File: config.mk
export PLATFORM = sky130hd
export DESIGN_NAME = march_bist_ctrl
export DESIGN_NICKNAME = d
export VERILOG_FILES = /design/src/rtl/march_bist_ctrl.sv
export SDC_FILE = /design/constraint.sdc
export NUM_CORES = 1
export LEC_CHECK = 0
export BUFFER_PORTS_ARGS = -buffer_cell sky130_fd_sc_hd__buf_2
export CAP_MARGIN = 40
export CORE_ASPECT_RATIO = 0.8
export CORE_MARGIN = 5
export CORE_UTILIZATION = 58
export CTS_CLUSTER_SIZE = 16
export DETAILED_ROUTE_END_ITERATION = 10
export MAX_ROUTING_LAYER = met4
export PLACE_DENSITY = 0.85
export REMOVE_ABC_BUFFERS = 1
export SYNTH_ARGS = -nofsm -noshare
export SYNTH_HDL_FRONTEND = slang
export SYNTH_SLANG_ARGS = --single-unit
File: constraint.sdc
create_clock -name clk -period 6.6 [get_ports clk]
set_input_delay 0.33 -clock clk [delete_from_list [all_inputs] [get_ports clk]]
set_output_delay 0.33 -clock clk [all_outputs]
set_load 0.02 [all_outputs]
File: src/rtl/march_bist_ctrl.sv
// March C- memory BIST controller: sequences the RAM through six march elements and
// records the first mismatch. Optional macro BIST_CONT_ON_FAIL_EN: run to completion and count errors.
module march_bist_ctrl #(
  parameter int AW        = 8,
  parameter int DW        = 8,
  parameter int ADDR_LAST = 255,
  parameter int RD_LAT    = 1
) (
  input  logic          clk,
  input  logic          rst_n,
  input  logic          start,
  output logic [AW-1:0] ram_addr,
  output logic [DW-1:0] ram_din,
  output logic          ram_wr,
  input  logic [DW-1:0] ram_dout,
  output logic          busy,
  output logic          done,
  output logic          pass,
  output logic [AW-1:0] fail_addr,
  output logic [2:0]    fail_elem,
  output logic [DW-1:0] fail_exp,
  output logic [DW-1:0] fail_act
`ifdef BIST_CONT_ON_FAIL_EN
  ,
  output logic [15:0]   err_cnt
`endif
);

  typedef enum logic [1:0] {IDLE, OP, RDWAIT, DONE} state_t;

  localparam logic [AW-1:0] LAST = AW'(ADDR_LAST);

  state_t        state_q, state_d;
  logic [2:0]    elem_q, elem_d;
  logic          op_q, op_d;
  logic [AW-1:0] addr_q, addr_d;
  logic [DW-1:0] din_q, din_d;
  logic          wr_q, wr_d;
  logic          busy_q, busy_d;
  logic          done_q, done_d;
  logic          pass_q, pass_d;
  logic [AW-1:0] faddr_q, faddr_d;
  logic [2:0]    felem_q, felem_d;
  logic [DW-1:0] fexp_q, fexp_d;
  logic [DW-1:0] fact_q, fact_d;
`ifdef BIST_CONT_ON_FAIL_EN
  logic [15:0]   err_q, err_d;
`endif

  logic          is_rd, cmp_en, advance, mism, first, at_end, fin, stop;
  logic [2:0]    nxt_elem;
  logic          nxt_op;
  logic [AW-1:0] nxt_addr;

  function automatic logic is_down(input logic [2:0] e);
    return (e == 3'd3) || (e == 3'd4);
  endfunction

  function automatic logic [DW-1:0] rd_exp(input logic [2:0] e);
    return ((e == 3'd2) || (e == 3'd4)) ? {DW{1'b1}} : {DW{1'b0}};
  endfunction

  function automatic logic [DW-1:0] wr_val(input logic [2:0] e);
    return ((e == 3'd1) || (e == 3'd3)) ? {DW{1'b1}} : {DW{1'b0}};
  endfunction

  always_comb begin
    state_d = state_q;
    elem_d  = elem_q;
    op_d    = op_q;
    addr_d  = addr_q;
    din_d   = din_q;
    wr_d    = wr_q;
    busy_d  = busy_q;
    done_d  = done_q;
    pass_d  = pass_q;
    faddr_d = faddr_q;
    felem_d = felem_q;
    fexp_d  = fexp_q;
    fact_d  = fact_q;
`ifdef BIST_CONT_ON_FAIL_EN
    err_d   = err_q;
`endif
    // op_q marks the write half of an r/w pair; E0 is write-only, E5 read-only
    is_rd   = (elem_q != 3'd0) && !op_q;
    cmp_en  = 1'b0;
    advance = 1'b0;

    case (state_q)
      IDLE: begin
        if (start) begin
          state_d = OP;
          busy_d  = 1'b1;
          done_d  = 1'b0;
          pass_d  = 1'b0;
          faddr_d = '0;
          felem_d = '0;
          fexp_d  = '0;
          fact_d  = '0;
`ifdef BIST_CONT_ON_FAIL_EN
          err_d   = '0;
`endif
          elem_d  = 3'd0;
          op_d    = 1'b0;
          addr_d  = '0;
          wr_d    = 1'b1;
          din_d   = '0;
        end
      end
      OP: begin
        if (is_rd && (RD_LAT != 0)) begin
          state_d = RDWAIT;
          wr_d    = 1'b0;
        end else begin
          advance = 1'b1;
          cmp_en  = is_rd;
        end
      end
      RDWAIT: begin
        advance = 1'b1;
        cmp_en  = 1'b1;
      end
      default: state_d = IDLE;
    endcase

    mism = cmp_en && (ram_dout != rd_exp(elem_q));
`ifdef BIST_CONT_ON_FAIL_EN
    first = (err_q == '0);
    if (mism && (err_q != 16'hFFFF)) err_d = err_q + 16'd1;
`else
    first = 1'b1;
`endif
    if (mism && first) begin
      faddr_d = addr_q;
      felem_d = elem_q;
      fexp_d  = rd_exp(elem_q);
      fact_d  = ram_dout;
    end

    // Next op: second half of the pair, next address, or first address of the next element
    at_end   = (addr_q == (is_down(elem_q) ? '0 : LAST));
    nxt_elem = elem_q;
    nxt_op   = 1'b0;
    nxt_addr = addr_q;
    fin      = 1'b0;
    if ((elem_q != 3'd0) && (elem_q != 3'd5) && !op_q) begin
      nxt_op = 1'b1;
    end else if (!at_end) begin
      nxt_addr = is_down(elem_q) ? addr_q - AW'(1) : addr_q + AW'(1);
    end else if (elem_q == 3'd5) begin
      fin = 1'b1;
    end else begin
      nxt_elem = elem_q + 3'd1;
      nxt_addr = is_down(nxt_elem) ? LAST : '0;
    end

`ifdef BIST_CONT_ON_FAIL_EN
    stop = fin;
`else
    stop = fin || mism;
`endif

    if (advance) begin
      if (stop) begin
        state_d = IDLE;
        busy_d  = 1'b0;
        done_d  = 1'b1;
        wr_d    = 1'b0;
        addr_d  = '0;
`ifdef BIST_CONT_ON_FAIL_EN
        pass_d  = (err_d == '0);
`else
        pass_d  = !mism;
`endif
      end else begin
        state_d = OP;
        elem_d  = nxt_elem;
        op_d    = nxt_op;
        addr_d  = nxt_addr;
        wr_d    = (nxt_elem == 3'd0) || nxt_op;
        din_d   = wr_val(nxt_elem);
      end
    end
  end

  always_ff @(posedge clk or negedge rst_n) begin
    if (!rst_n) begin
      state_q <= IDLE;
      elem_q  <= '0;
      op_q    <= 1'b0;
      addr_q  <= '0;
      din_q   <= '0;
      wr_q    <= 1'b0;
      busy_q  <= 1'b0;
      done_q  <= 1'b0;
      pass_q  <= 1'b0;
      faddr_q <= '0;
      felem_q <= '0;
      fexp_q  <= '0;
      fact_q  <= '0;
`ifdef BIST_CONT_ON_FAIL_EN
      err_q   <= '0;
`endif
    end else begin
      state_q <= state_d;
      elem_q  <= elem_d;
      op_q    <= op_d;
      addr_q  <= addr_d;
      din_q   <= din_d;
      wr_q    <= wr_d;
      busy_q  <= busy_d;
      done_q  <= done_d;
      pass_q  <= pass_d;
      faddr_q <= faddr_d;
      felem_q <= felem_d;
      fexp_q  <= fexp_d;
      fact_q  <= fact_d;
`ifdef BIST_CONT_ON_FAIL_EN
      err_q   <= err_d;
`endif
    end
  end

  assign ram_addr  = addr_q;
  assign ram_din   = din_q;
  assign ram_wr    = wr_q;
  assign busy      = busy_q;
  assign done      = done_q;
  assign pass      = pass_q;
  assign fail_addr = faddr_q;
  assign fail_elem = felem_q;
  assign fail_exp  = fexp_q;
  assign fail_act  = fact_q;
`ifdef BIST_CONT_ON_FAIL_EN
  assign err_cnt   = err_q;
`endif

endmodule
==> results.txt <==
total grt overflow: 0
Via density: 5.723
sequential power share: 37.1%
RSZ-0062 raised after global routing: no
post-route ant nets: 0
vias: 2,152
Worst Hold Class: primary input to register
reg2reg start: elem_q[0]
Die Area: 5863 um^2
sequence of cells on the critical path: inv_1, ha_1, mux2_4, ha_1, and4_1, and3_1, and3_1, nor3_2, nor2_1, a21bo_2
Critical Path Source Type: register
Top FF cell, synth: dfrtp_1
Crit Path Category: register to register
first-pass GRT wire length: 9.977 mm
area grow syn2layout: 16.28%
worst vdd ir: 0.2305 mV
Post-Syn Area per Cell: 9.611 um^2
Worst-Skew Late Latency: 0.30 ns
CP Max Fanout: 10
vias in the first global route: 1,989
Worst Reg-to-Reg Cells: 10
Relative slew margins: 41.72%
Crit path largest cell delay: 0.47 ns
switch share: 41.00%
fraction of final layout cells sized beyond drive strength 1: 24.76%
Cells on Worst Hold Path: 3
chip height: 69.50 um
Pleak: 1.564 nW
maximum buffer depth of the clock tree: 2
Clock Tree Root: clkbuf_8
number of enable flip-flop cells after synthesis: 0
post-DP HPWL: 4.241 mm
# rows: 21
drt total wl: 5.768 mm
DRC viols: 0
antenna violations before repair: 0
Die Wd: 84.37 um
most frequent cell after synthesis: nand2_1
Hold Startpoint: ram_dout[3]
Synth Cell Area: 2566 um^2
Routability Congestion: 0.9584
clk sink count: 46
hold path endpoint: fail_act[3]
status: complete, no violations
htree depth: 2
per-cell routed wire length: 15.34 um
post-cts sizing count: 0
Initial Util: 60.66%
ys async rst share: 100.0%
sequential area share after synthesis: 44.86%
Final min period: 3.414 ns
clock skew: 0.006903 ns
fmax: 0.2930 GHz
CTS tree: yes
crit end category: register
Final Max Slew Viols: 0
cell-internal power: 0.5768 mW
Net Sw Power: 0.4009 mW
CP max stage cell: nor3_2
actual slew at the worst max-slew pin: 0.8721 ns
Ant. Diodes: 0
post-place instance area: 2856 um^2
endpoints failing setup: 0
initial DRC count: 135
Netlist cell types: 51
Layout Nets: 344
total track usage: 21.18%
commonest cells in the netlist: nand2_1, dfrtp_1, o21ai_0, ha_1
core area: 4230 um^2
FF+latch count, synth: 46
synthesis warning total: 0
capturing point of the worst reg2reg path: op_q
reg2reg setup slack: 3.19 ns
TritonCTS buffer count: 5
area share of the largest cell type after synthesis: 44.86%
setup TNS: 0 ns
combinational power share: 40.7%
IO Pins: 58
Worst Path Arrival: 3.61 ns
pin count of the biggest net entering global routing: 40
final instance area: 2984 um^2
DR pass1 iterations: 4
Reg clk slew, reported paths: 0.09 ns
Clk pwr share: 22.2%
post-synth top area cell: dfrtp_1
Max-Cap Viols: 0
Port Buffer Count: 57
period utilisation layout: 51.72%
Pwr per Cell Area: 327.6 nW/um^2
Req. time, crit path: 6.80 ns
Synth Instances: 267
Fin. Hold Viols: 0
synth top area cells: dfrtp_1, nand2_1, ha_1
[stage by stage]
step                utilization [%]  hold WS [ns]  setup slack (ns)  instances  power, mW
CTS                           70.54        0.2565             3.256        376     0.9787
finish                        70.54        0.2621             3.186        376     0.9777
floorplan                         -       0.03441             3.342        251     0.6372
detailed placement            67.52        0.1958             3.299        367     0.7615
global route                  70.54        0.2658             3.003        376      1.049
global placement              67.05        0.4551             3.459        366     0.7521
[cell type report]
cell class              count  area [um^2]
repair buffers             60        322.8
clock buffers               5        68.82
clock inverters             3        48.80
inverters                  12        45.04
well taps                  57        71.32
fillers                   326         1246
flip-flops and latches     46         1151
multi-input cells         193         1276
[layer usage]
metal	routed length, um	GRT usage [%]	vias to the layer above
met3	424	4.869	8
li1	-	-	1037
met2	2503	29.42	81
met5	0	-	-
met4	53	5.800	0
met1	2786	31.04	1026
[flip-flops by register name, summed over array words and instances (netlist names), 2 cells and up]
register   flops
fail_addr      8
elem_q         3
state_q        2
ram_addr       8
ram_din        8
fail_act       8
fail_elem      3
[kinds of logic after synthesis]
logic type / after synthesis / share of synthesized area, %
compound gates: 73 / 18.48
xor+xnor: 4 / 1.365
fa+ha+maj: 15 / 7.606
buf+inv: 28 / 5.753
flops: 46 / 44.86
mux: 9 / 3.998
simple gates: 92 / 17.94
[worst max-delay path, delay by kind of cell, from the launching register on]
family | cells | cell delay (ns)
multiplexers | 1 | 0.34
AO/OA/AOI/OAI | 1 | 0.29
buffers and inverters | 1 | 0.15
flip-flops | 1 | 0.46
AND/OR/NAND/NOR | 5 | 1.46
adder cells (fa/ha/maj) | 2 | 0.62
[placed cells by master, fill, tap and decap left out, types with 2 or more instances in the layout]
cell / n
xnor2_1: 2
ha_1: 14
dfrtp_1: 46
nand2_1: 50
a31oi_1: 2
or4_1: 2
o21ai_0: 25
nor2b_1: 2
o211ai_1: 3
o2bb2ai_1: 5
mux2i_1: 5
nor2_1: 10
and2_1: 2
or2_2: 2
a21o_1: 12
o21bai_1: 3
inv_1: 12
nand4_1: 2
clkbuf_8: 5
nand3_1: 4
mux2_4: 2
o21a_1: 3
xor2_1: 2
and3_1: 3
or3_1: 3
a22oi_1: 2
buf_2: 57
mux2_2: 2
a21oi_1: 10
nand2b_1: 2
[repair_timing]
item | in CTS | in global routing
endpoints found under the hold margin | 7 | 0
buffers inserted | 0 | 0
hold buffers | 1 | 0
[worst max-delay path by stage]
stage / start / end / cells after the start
final: elem_q[0] / op_q / 10
after global routing: elem_q[0] / op_q / 10
after CTS: elem_q[0] / op_q / 10
after detailed placement: elem_q[0] / op_q / 10
after global placement: elem_q[0] / ram_addr[7] / 10
after floorplan: elem_q[0] / op_q / 7
[power groups by stage]
stage	clock network (mW)	logic, mW	registers, mW
finish	0.217	0.398	0.363
global route	0.233	0.445	0.370
CTS	0.219	0.396	0.363
detailed placement	0	0.393	0.369
global placement	0	0.385	0.367
floorplan	0	0.225	0.412
Power figures use the tool's default switching activity.
